**config.mk**
```make
export PLATFORM = sky130hd
export DESIGN_NAME = mem_stage
export DESIGN_NICKNAME = d
export VERILOG_FILES = /design/src/rtl/mem_stage_pkg.sv /design/src/rtl/mem_align.sv /design/src/rtl/mem_stage.sv
export SDC_FILE = /design/constraint.sdc
export NUM_CORES = 1
export LEC_CHECK = 0
export ABC_AREA = 1
export ABC_CLOCK_PERIOD_IN_PS = 4400
export BUFFER_PORTS_ARGS = -buffer_cell sky130_fd_sc_hd__buf_2
export CORE_UTILIZATION = 49
export CTS_CLUSTER_DIAMETER = 30
export DETAILED_ROUTE_END_ITERATION = 7
export PLACE_DENSITY = 0.8
export SETUP_SLACK_MARGIN = 0.5
export SYNTH_ARGS = -nofsm -noshare
export SYNTH_HDL_FRONTEND = slang
export SYNTH_SLANG_ARGS = --single-unit
```
**constraint.sdc**
```tcl
create_clock -name clk -period 4.4 [get_ports clk]
set_clock_uncertainty 0.05 [all_clocks]
set_input_delay 0.88 -clock clk [delete_from_list [all_inputs] [get_ports clk]]
set_output_delay 0.88 -clock clk [all_outputs]
set_load 0.03 [all_outputs]
```
**src/rtl/mem_stage_pkg.sv**
```systemverilog
// mem_stage_pkg: shared definitions for the MEM stage.
//   - data/address bus widths and register-address width
//   - MemSize encodings (byte/half/word)
//   - MEM-stage handshake FSM state encodings
//   - EX/MEM pipeline register layout
//   - misalignment helper used when MEM_ALIGN_CHECK_EN is defined
package mem_stage_pkg;

  localparam int XLEN   = 32;
  localparam int ADDR_W = 32;
  localparam int BE_W   = XLEN / 8;
  localparam int REG_AW = 5;

  typedef enum logic [1:0] {
    MS_BYTE = 2'b00,
    MS_HALF = 2'b01,
    MS_WORD = 2'b10
  } mem_size_e;

  typedef enum logic {
    ST_RUN  = 1'b0,
    ST_WAIT = 1'b1
  } mem_state_e;

  typedef struct packed {
    logic              valid;
    logic [XLEN-1:0]   alu;
    logic [XLEN-1:0]   wdata;
    logic              rd;
    logic              wr;
    logic [1:0]        size;
    logic              sgn;
    logic              regwe;
    logic [REG_AW-1:0] regaddr;
  } exmem_t;

  // Half needs bit 0 clear, word needs bits 1:0 clear.
  function automatic logic misaligned(logic [1:0] size, logic [1:0] lo);
    return ((size == MS_HALF) && lo[0]) || ((size == MS_WORD) && (lo != 2'b00));
  endfunction

endpackage

```
**src/rtl/mem_align.sv**
```systemverilog
// mem_align: combinational lane formatting for the data-memory port.
//   size_i    access size (MemSize encoding)
//   lane_i    byte lane = address bits 1:0 (little-endian)
//   signed_i  sign-extend loads
//   st_data_i raw store data       -> wdata_o  lane-replicated store data
//                                  -> byteen_o byte enables
//   rdata_i   raw memory read data -> ld_data_o extracted, extended load data
module mem_align
  import mem_stage_pkg::*;
(
  input  logic [1:0]      size_i,
  input  logic [1:0]      lane_i,
  input  logic            signed_i,
  input  logic [XLEN-1:0] st_data_i,
  input  logic [XLEN-1:0] rdata_i,
  output logic [XLEN-1:0] wdata_o,
  output logic [BE_W-1:0] byteen_o,
  output logic [XLEN-1:0] ld_data_o
);

  logic [7:0]  byte_sel;
  logic [15:0] half_sel;

  always_comb begin
    byte_sel  = rdata_i[8*lane_i +: 8];
    half_sel  = lane_i[1] ? rdata_i[31:16] : rdata_i[15:0];
    wdata_o   = st_data_i;
    byteen_o  = 4'b1111;
    ld_data_o = rdata_i;
    case (size_i)
      MS_BYTE: begin
        wdata_o   = {4{st_data_i[7:0]}};
        byteen_o  = 4'b0001 << lane_i;
        ld_data_o = {{24{signed_i & byte_sel[7]}}, byte_sel};
      end
      MS_HALF: begin
        wdata_o   = {2{st_data_i[15:0]}};
        byteen_o  = 4'b0011 << lane_i;
        ld_data_o = {{16{signed_i & half_sel[15]}}, half_sel};
      end
      default: ;
    endcase
  end

endmodule

```
**src/rtl/mem_stage.sv**
```systemverilog
// mem_stage: MEM stage of the 5-stage MIPS pipeline.
//   EX_*       EX/MEM register inputs (loaded whenever Stall_Mem=0)
//   MEM_*      EX-stage bypass source and load-use indication
//   DMem_*     data-memory req/ready handshake and lane-formatted bus
//   Stall_Mem  freezes the upstream pipeline while an access waits
//   DMem_BusErr one-cycle pulse when an access is abandoned after WAIT_LIMIT
//   Mem_AlignErr misaligned access flag (only with MEM_ALIGN_CHECK_EN)
//   WB_*       MEM/WB register; WB_Data is the MEM_WB bypass source
// Optional feature macro: MEM_ALIGN_CHECK_EN. When undefined, misaligned
// addresses are silently aligned and Mem_AlignErr is tied 0.
module mem_stage
  import mem_stage_pkg::*;
#(
  parameter int unsigned WAIT_LIMIT = 15
) (
  input  logic              clk,
  input  logic              rst,
  input  logic              EX_Valid,
  input  logic [XLEN-1:0]   EX_AluResult,
  input  logic [XLEN-1:0]   EX_DMem_WriteData,
  input  logic              EX_DMem_ReadEn,
  input  logic              EX_DMem_WriteEn,
  input  logic [1:0]        EX_MemSize,
  input  logic              EX_MemSigned,
  input  logic              EX_Reg_WriteEn,
  input  logic [REG_AW-1:0] EX_Reg_WriteAddr,
  output logic              MEM_Reg_WriteEn,
  output logic [REG_AW-1:0] MEM_Reg_WriteAddr,
  output logic              MEM_DMem_ReadEn,
  output logic [XLEN-1:0]   MEM_Forward_Data,
  output logic              DMem_Req,
  output logic              DMem_We,
  output logic [ADDR_W-1:0] DMem_Addr,
  output logic [BE_W-1:0]   DMem_ByteEn,
  output logic [XLEN-1:0]   DMem_WData,
  input  logic              DMem_Ready,
  input  logic [XLEN-1:0]   DMem_RData,
  output logic              Stall_Mem,
  output logic              DMem_BusErr,
  output logic              Mem_AlignErr,
  output logic              WB_Reg_WriteEn,
  output logic [REG_AW-1:0] WB_Reg_WriteAddr,
  output logic [XLEN-1:0]   WB_Data
);

  localparam logic [7:0] LIMIT = 8'(WAIT_LIMIT);

  exmem_t            ex_d, ex_q;
  mem_state_e        state_q, state_d;
  logic [7:0]        cnt_q, cnt_d;
  logic              mis, mem_op, req, done, abandon, stall;
  logic [ADDR_W-1:0] addr_eff;
  logic [XLEN-1:0]   fmt_wdata, fmt_ld;
  logic [BE_W-1:0]   fmt_be;

  // ---------------- EX/MEM register ----------------
  always_comb begin
    ex_d.valid   = EX_Valid;
    ex_d.alu     = EX_AluResult;
    ex_d.wdata   = EX_DMem_WriteData;
    ex_d.rd      = EX_Valid & EX_DMem_ReadEn;
    ex_d.wr      = EX_Valid & EX_DMem_WriteEn;
    ex_d.size    = EX_MemSize;
    ex_d.sgn     = EX_MemSigned;
    ex_d.regwe   = EX_Valid & EX_Reg_WriteEn;
    ex_d.regaddr = EX_Reg_WriteAddr;
  end

  always_ff @(posedge clk or posedge rst) begin
    if (rst)         ex_q <= '0;
    else if (!stall) ex_q <= ex_d;
  end

  // ---------------- alignment ----------------
`ifdef MEM_ALIGN_CHECK_EN
  assign mis          = misaligned(ex_q.size, ex_q.alu[1:0]);
  assign addr_eff     = ex_q.alu;
  assign Mem_AlignErr = mem_op & mis;
`else
  assign mis          = 1'b0;
  assign Mem_AlignErr = 1'b0;
  always_comb begin
    addr_eff = ex_q.alu;
    if (ex_q.size == MS_HALF)      addr_eff[0]   = 1'b0;
    else if (ex_q.size != MS_BYTE) addr_eff[1:0] = 2'b00;
  end
`endif

  // ---------------- handshake ----------------
  // Req is purely combinational from the latched op, so it is raised in the
  // op's first MEM cycle and drops asynchronously when reset clears ex_q.
  assign mem_op  = ex_q.rd | ex_q.wr;
  assign req     = mem_op & ~mis;
  assign done    = req & DMem_Ready;
  // Ready in the limit cycle wins: abandon requires Ready low.
  assign abandon = req & ~DMem_Ready & (cnt_q == LIMIT);
  assign stall   = req & ~DMem_Ready & ~abandon;

  always_ff @(posedge clk or posedge rst) begin
    if (rst) begin
      state_q <= ST_RUN;
      cnt_q   <= '0;
    end else begin
      state_q <= state_d;
      cnt_q   <= cnt_d;
    end
  end

  // cnt_q counts Ready-low cycles already spent on the current access.
  always_comb begin
    state_d = state_q;
    cnt_d   = cnt_q;
    case (state_q)
      ST_RUN:  if (stall) state_d = ST_WAIT;
      ST_WAIT: if (!stall) state_d = ST_RUN;
      default: state_d = ST_RUN;
    endcase
    if (stall)          cnt_d = cnt_q + 8'd1;
    if (done | abandon) cnt_d = '0;
  end

  mem_align u_align (
    .size_i    (ex_q.size),
    .lane_i    (addr_eff[1:0]),
    .signed_i  (ex_q.sgn),
    .st_data_i (ex_q.wdata),
    .rdata_i   (DMem_RData),
    .wdata_o   (fmt_wdata),
    .byteen_o  (fmt_be),
    .ld_data_o (fmt_ld)
  );

  // ---------------- MEM/WB register ----------------
  always_ff @(posedge clk or posedge rst) begin
    if (rst) begin
      WB_Reg_WriteEn   <= 1'b0;
      WB_Reg_WriteAddr <= '0;
      WB_Data          <= '0;
    end else if (stall) begin
      WB_Reg_WriteEn   <= 1'b0;
    end else begin
      // misaligned and abandoned ops retire as bubbles
      WB_Reg_WriteEn   <= ex_q.regwe & ~mis & ~abandon;
      WB_Reg_WriteAddr <= ex_q.regaddr;
      WB_Data          <= ex_q.rd ? fmt_ld : ex_q.alu;
    end
  end

  // ---------------- outputs ----------------
  assign MEM_Reg_WriteEn   = ex_q.valid & ex_q.regwe;
  assign MEM_Reg_WriteAddr = ex_q.regaddr;
  assign MEM_DMem_ReadEn   = ex_q.rd;
  assign MEM_Forward_Data  = ex_q.alu;
  assign DMem_Req          = req;
  assign DMem_We           = req & ex_q.wr;
  assign DMem_Addr         = addr_eff;
  assign DMem_ByteEn       = req ? fmt_be : '0;
  assign DMem_WData        = (req & ex_q.wr) ? fmt_wdata : '0;
  assign Stall_Mem         = stall;
  assign DMem_BusErr       = abandon;

endmodule
```
==> results of run 1 <==
power breakdown:
group,internal [µW],switching (µW),total (µW)
sequential,1290,119,1410
combinational,318,828,1150
clock,956,469,1420
total,2560,1420,3980
metal layers:
| metal | vias up | track usage, % |
|---|---|---|
| li1 | 3009 | - |
| met1 | 2814 | 35.4 |
| met2 | 265 | 44.2 |
| met3 | 32 | 6.85 |
| met4 | 2 | 9.49 |
| met5 | - | 0 |
per-stage QoR:
stage                     total power (µW)  instance area [µm²]
after global placement                2550                 7410
after global routing                  4180                 8030
after detailed placement              2570                 7410
after CTS                             4000                 8030
after floorplan                       2330                 6670
final                                 3980                 8030
layout by cell type, fill, tap and decap left out, drive strengths merged:
| cell | count |
|---|---|
| a211oi | 2 |
| a32o | 1 |
| conb | 1 |
| nor2 | 34 |
| a221oi | 7 |
| clkinvlp | 1 |
| dfrtp | 122 |
| o22ai | 5 |
| nand3 | 31 |
| a21o | 1 |
| xor2 | 2 |
| nand3b | 1 |
| inv | 76 |
| diode | 1 |
| o211ai | 8 |
| nand2 | 245 |
| clkbuf | 23 |
| o221ai | 2 |
| clkinv | 7 |
| nand4 | 3 |
| buf | 265 |
| ha | 1 |
| or2 | 4 |
| a21oi | 83 |
| bufinv | 3 |
| a31oi | 6 |
| o21ai | 89 |
| nor3 | 4 |
registers in the layout, summed over array words and instances, names as in the netlist:
register and count:
MEM_Reg_WriteAddr 5, ex_q 38, MEM_Forward_Data 32, WB_Reg_WriteEn 1, cnt_q 8, WB_Data 32
MEM_DMem_ReadEn 1, WB_Reg_WriteAddr 5
worst min-delay path by stage:
stage	start	to	slack, ns	cells past startpoint
global route	ex_q[29]	ex_q[29]	0.43	2
finish	ex_q[29]	ex_q[29]	0.42	2
CTS	ex_q[29]	ex_q[29]	0.42	2
detailed placement	ex_q[29]	ex_q[29]	0.41	2
global placement	ex_q[27]	ex_q[27]	0.41	2
floorplan	ex_q[75]	ex_q[75]	0.39	2
layout make-up:
class / count / area (µm²)
multi-input combinational: 530 / 2480
clock buffer: 23 / 498
antenna: 1 / 2.50
inverter: 79 / 305
sequential: 122 / 3050
timing repair buffer: 265 / 1350
clock inverter: 8 / 115
fill: 1225 / 5220
tap: 176 / 220
Yosys cell counts (all sizes together):
master  count  share of area (%)
nand2     245                 14
o221ai      2               0.26
a32o        1               0.15
a21o        1               0.11
dfrtp     122                 46
clkbuf     12               0.68
xor2        2               0.26
ha          1               0.19
nand3      31                2.4
clkinv      2               0.11
a221oi      7               0.92
or2         4               0.38
a31oi       6               0.56
o21ai      89                6.7
nor2       34                2.3
o22ai       5               0.47
a21oi      83                6.2
buf       106                 12
a211oi      2               0.23
nand4       3               0.60
o211ai      8               0.90
nand3b      1               0.17
inv        77                4.4
conb        1              0.056
nor3        4               0.30
kinds of logic after synthesis:
family	share of synthesized area (%)
AND/OR/NAND/NOR	20.0
AO/OA/AOI/OAI	16.5
buffers and inverters	17.2
flip-flops	45.8
XOR/XNOR	0.263
adder cells (fa/ha/maj)	0.188
other	0.0562
worst max-delay path: stages, from the launching register on:
cell and delay (ns):
dfrtp_2 0.38, buf_4 0.53, inv_4 0.15, nand2_1 0.14, inv_2 0.11, a221oi_1 0.31, buf_2 0.26
==> results.cfg, run 1 <==
[global_route]
antenna_found_initial = 2
track_usage_pct = 27.3
grt_overflow = 0
grt_pass1_vias = 5651
grt_pass1_wl_um = 29400
grt_max_degree = 123

[synthesis]
synth_area_per_cell_um2 = 7.85
syn-num-nets = 961
synth_cell_types = 37
yosysSeqAreaShare_pct = 45.8
synth.yosys.warnings = 0
synth_seq_cells = 122
synth.cell_area_um2 = 6670
synth_cells = 849

[cts]
post_cts_resized = 0
insertion_delay_ns = 0.42
cts_buffer_depth = 2
cts_max_level = 4
cts_root_buf = clkbuf_16
cts_tree = built
clk_pin_slew_ns = 0.05
postCtsSetupBuffers = 0
cts_made_buffers = 17
ctsHoldBuffers = 0
cts.sinks = 122

[route]
viasPerCell = 5.08
wl_met3_um = 1350
dr_wl_met2_um = 9040
drc = 0
routed_wirelength_um = 18500
highest_layer = met5
wl_met1_um = 7750
vias = 6122
antenna_left = 0
dr.pass1.iters = 5
dr.first_iter.drc_count = 549
avgRoutedWirePerCell_um = 15.4

[placed_design]
place_inst = 1172
hpwlAfterDp_um = 13200
port_buffers = 259
post-place-ws_ns = 1.60
gp_congestion = 0.864

[timing]
finalWorstSetupSlack_ns = 1.16
slew_headroom_pct = 34.3
rsz0062_at_grt = false
worst_pin_slew_ns = 0.983
max_freq_mhz = 309
finalHoldViolCount = 0
period_minus_slack_ns = 3.24
fin_setup_tns_ns = 0
hold_ws_ns = 0.418
slew_violations = 0
fin_crit_sh_pct = 73.6
setup_viol = 0

[worst_setup_path]
timing.rr.end = WB_Data[1]
worst_setup_path_start_kind = register
path_max_fanout = 60
critical_path_class = reg -> out
crit_end = DMem_WData[26]
cp.arrival_ns = 2.31
crit_path_end_kind = output port
critical_path.startpoint = ex_q[8]
r2r_slack_ns = 1.61
reg2reg_depth = 9
r2r-start = cnt_q[0]
cp.required_ns = 3.47

[die]
core_area_um2 = 13200
rows = 42
dieWidth_um = 119
start_util_pct = 50.3
die_h_um = 119
ioPinCount = 261
dieArea_um2 = 14100

[layout]
final_core_util_pct = 60.6
stdcell_count = 1204
fin_nets = 1127
syn_to_final_growth_pct = 20.4
drive_gt1_share_pct = 30.8

[pwr]
p_per_area_nw_per_um2 = 495
peakVddDrop_uv = 233
p_leak_uw = 0.00440

[hold_path]
worstHoldPathType = reg -> reg

[run_status]
status = complete, no violations

[flow_run]
maxCapViolCount = 0
Power figures use the tool's default switching activity.
==> run 2: changes to the inputs <==
--- a/config.mk
+++ b/config.mk
@@ -6,7 +6,7 @@
 export NUM_CORES = 1
 export LEC_CHECK = 0
 export ABC_AREA = 1
-export ABC_CLOCK_PERIOD_IN_PS = 4400
+export ABC_CLOCK_PERIOD_IN_PS = 3200
 export BUFFER_PORTS_ARGS = -buffer_cell sky130_fd_sc_hd__buf_2
 export CORE_UTILIZATION = 49
 export CTS_CLUSTER_DIAMETER = 30
==> constraint.sdc (replaced) <==
create_clock -name clk -period 3.2 [get_ports clk]
set_clock_uncertainty 0.05 [all_clocks]
set_input_delay 0.64 -clock clk [delete_from_list [all_inputs] [get_ports clk]]
set_output_delay 0.64 -clock clk [all_outputs]
set_load 0.03 [all_outputs]
==> run 2 against run 1 <==
Design area increased by 1.0%; worst setup slack got worse by 0.59 ns; clock-buffer cell count stayed put; critical path type unchanged; combinational power is 40% higher; wire length rose by 1.8%; sequential power increased by 37%; register-to-register slack got worse by 0.50 ns; first-iteration DRC count increased by 6.2%; largest cell class unchanged; via count increased by 2.9%; flip-flop and latch count is the same; global-route usage up 0.16 points.
==> results.cfg, run 2 (same netlist as run 1, synthesis figures left out) <==
[worst_setup_path]
crit_slowest_cell = dfrtp_4
worst_setup_path_start_kind = register
cp.required_ns = 2.51
crit_family = flip-flops
path_max_fanout = 8
critical_path_class = reg -> out
crit_chain = nor2_4 > clkinv_4 > o21ai_0 > a221oi_1 > buf_2
max_stage_delay_ns = 0.54
path_buf_inv = 2
cp.arrival_ns = 1.94
crit_path_end_kind = output port

[global_route]
grt_pass1_vias = 5871
grt_overflow = 0
track_usage_pct = 27.4
grt_pass1_wl_um = 30000
grt_max_degree = 146
antenna_found_initial = 5

[timing]
finalWorstSetupSlack_ns = 0.575
finalHoldViolCount = 0
setup_viol = 0
period_minus_slack_ns = 2.63
max_freq_mhz = 381
rsz0062_at_grt = false
slew_headroom_pct = 57.0
hold_ws_ns = 0.265
slew_violations = 0
fin_setup_tns_ns = 0
worst_pin_slew_ns = 0.644
fin_crit_sh_pct = 82.0

[layout]
fin_nets = 1138
multi_input_area_um2 = 2490
syn_to_final_growth_pct = 21.7
final_common_cell = buf_2
drive_gt1_share_pct = 31.5
final_area_um2 = 8110
layout_common_cells = 257 x buf_2, 242 x nand2_1, 120 x dfrtp_1
largest_reg_flops = 38
fill_cells = 1228
register_area_um2 = 3060
stdcell_count = 1216
regMostFlops = ex_q

[cts]
cts.sinks = 122
clk_pin_slew_ns = 0.05
cts_made_buffers = 17
ctsHoldBuffers = 0
cts_root_buf = clkbuf_16
cts_buffer_depth = 2
cts_max_level = 4
insertion_delay_ns = 0.40
cts_tree = built

[flow_run]
maxCapViolCount = 0

[route]
wl_met1_um = 8160
wl_met3_um = 1250
dr.first_iter.drc_count = 583
avgRoutedWirePerCell_um = 15.5
antenna_left = 0
routed_wirelength_um = 18900
dr.pass1.iters = 5
drc = 0
highest_layer = met5
dr_wl_met2_um = 8810
viasPerCell = 5.18
vias = 6301

[placed_design]
gp_congestion = 0.895
placedInstanceArea_um2 = 7460
hpwlAfterDp_um = 13400
place_inst = 1177
post-place-ws_ns = 0.646
port_buffers = 259

[hold_path]
worstHoldPathType = in -> async

[die]
ioPinCount = 261
die_h_um = 119
dieArea_um2 = 14100
dieWidth_um = 119
start_util_pct = 50.3
core_area_um2 = 13200
rows = 42

[pwr]
peakVddDrop_uv = 353
p_per_area_nw_per_um2 = 662
p_leak_uw = 0.00443

[run_status]
status = complete, no violations
-- run 2: cell count changes in the layout (fill, tap and decap cells not counted), moves of 2 or more --
| cell | delta |
|---|---|
| buf_2 | -2 |
| buf_4 | +8 |
| clkbuf_1 | +3 |
| clkbuf_4 | +2 |
| clkbuf_8 | -3 |
| clkinvlp_4 | +2 |
-- run 2: power by group --
| group | leakage, µW | total (µW) | internal (µW) | switching (µW) |
|---|---|---|---|---|
| sequential | 0.00147 | 1930 | 1770 | 165 |
| combinational | 0.00269 | 1610 | 459 | 1150 |
| clock | 0.000273 | 1830 | 1180 | 650 |
-- run 2: final timing paths --
check	start	endpoint	slack, ns	depth (start not counted)
max	ex_q[8]	DMem_WData[27]	0.57	5
min	rst	MEM_Reg_WriteAddr[3]	0.26	2
max reg2reg	ex_q[8]	WB_Data[18]	1.11	9
min reg2reg	ex_q[75]	ex_q[75]	0.42	2
max in group asynchronous	rst	ex_q[38]	2.04	3
min in group clk	EX_AluResult[6]	MEM_Forward_Data[6]	0.38	3
-- run 2: layout make-up --
cell class,count,share of cell area [%]
inverters,79,3.95
clock buffers,23,5.77
repair inverters,1,0.0771
multi-input cells,530,30.7
clock inverters,8,1.17
diodes,2,0.0617
flip-flops and latches,122,37.7
well taps,176,2.71
repair buffers,275,17.9
-- run 2: layer usage --
metal | vias to the layer above | GRT usage, %
met4 | 4 | 13.2
met1 | 2905 | 36.3
li1 | 3037 | -
met3 | 60 | 6.47
met5 | - | 0
met2 | 295 | 42.3
-- run 2: stage by stage --
stage / total power [µW] / util (%)
global placement: 3510 / 56.3
global route: 5650 / 61.3
CTS: 5390 / 60.8
floorplan: 3200 / -
finish: 5370 / 61.3
detailed placement: 3540 / 56.3
-- run 2: what timing repair did --
item,CTS,global route
buffers inserted,0,5
endpoints found under the setup margin,21,19
resized for setup,8,6
pin swaps,0,1
gates cloned,0,1
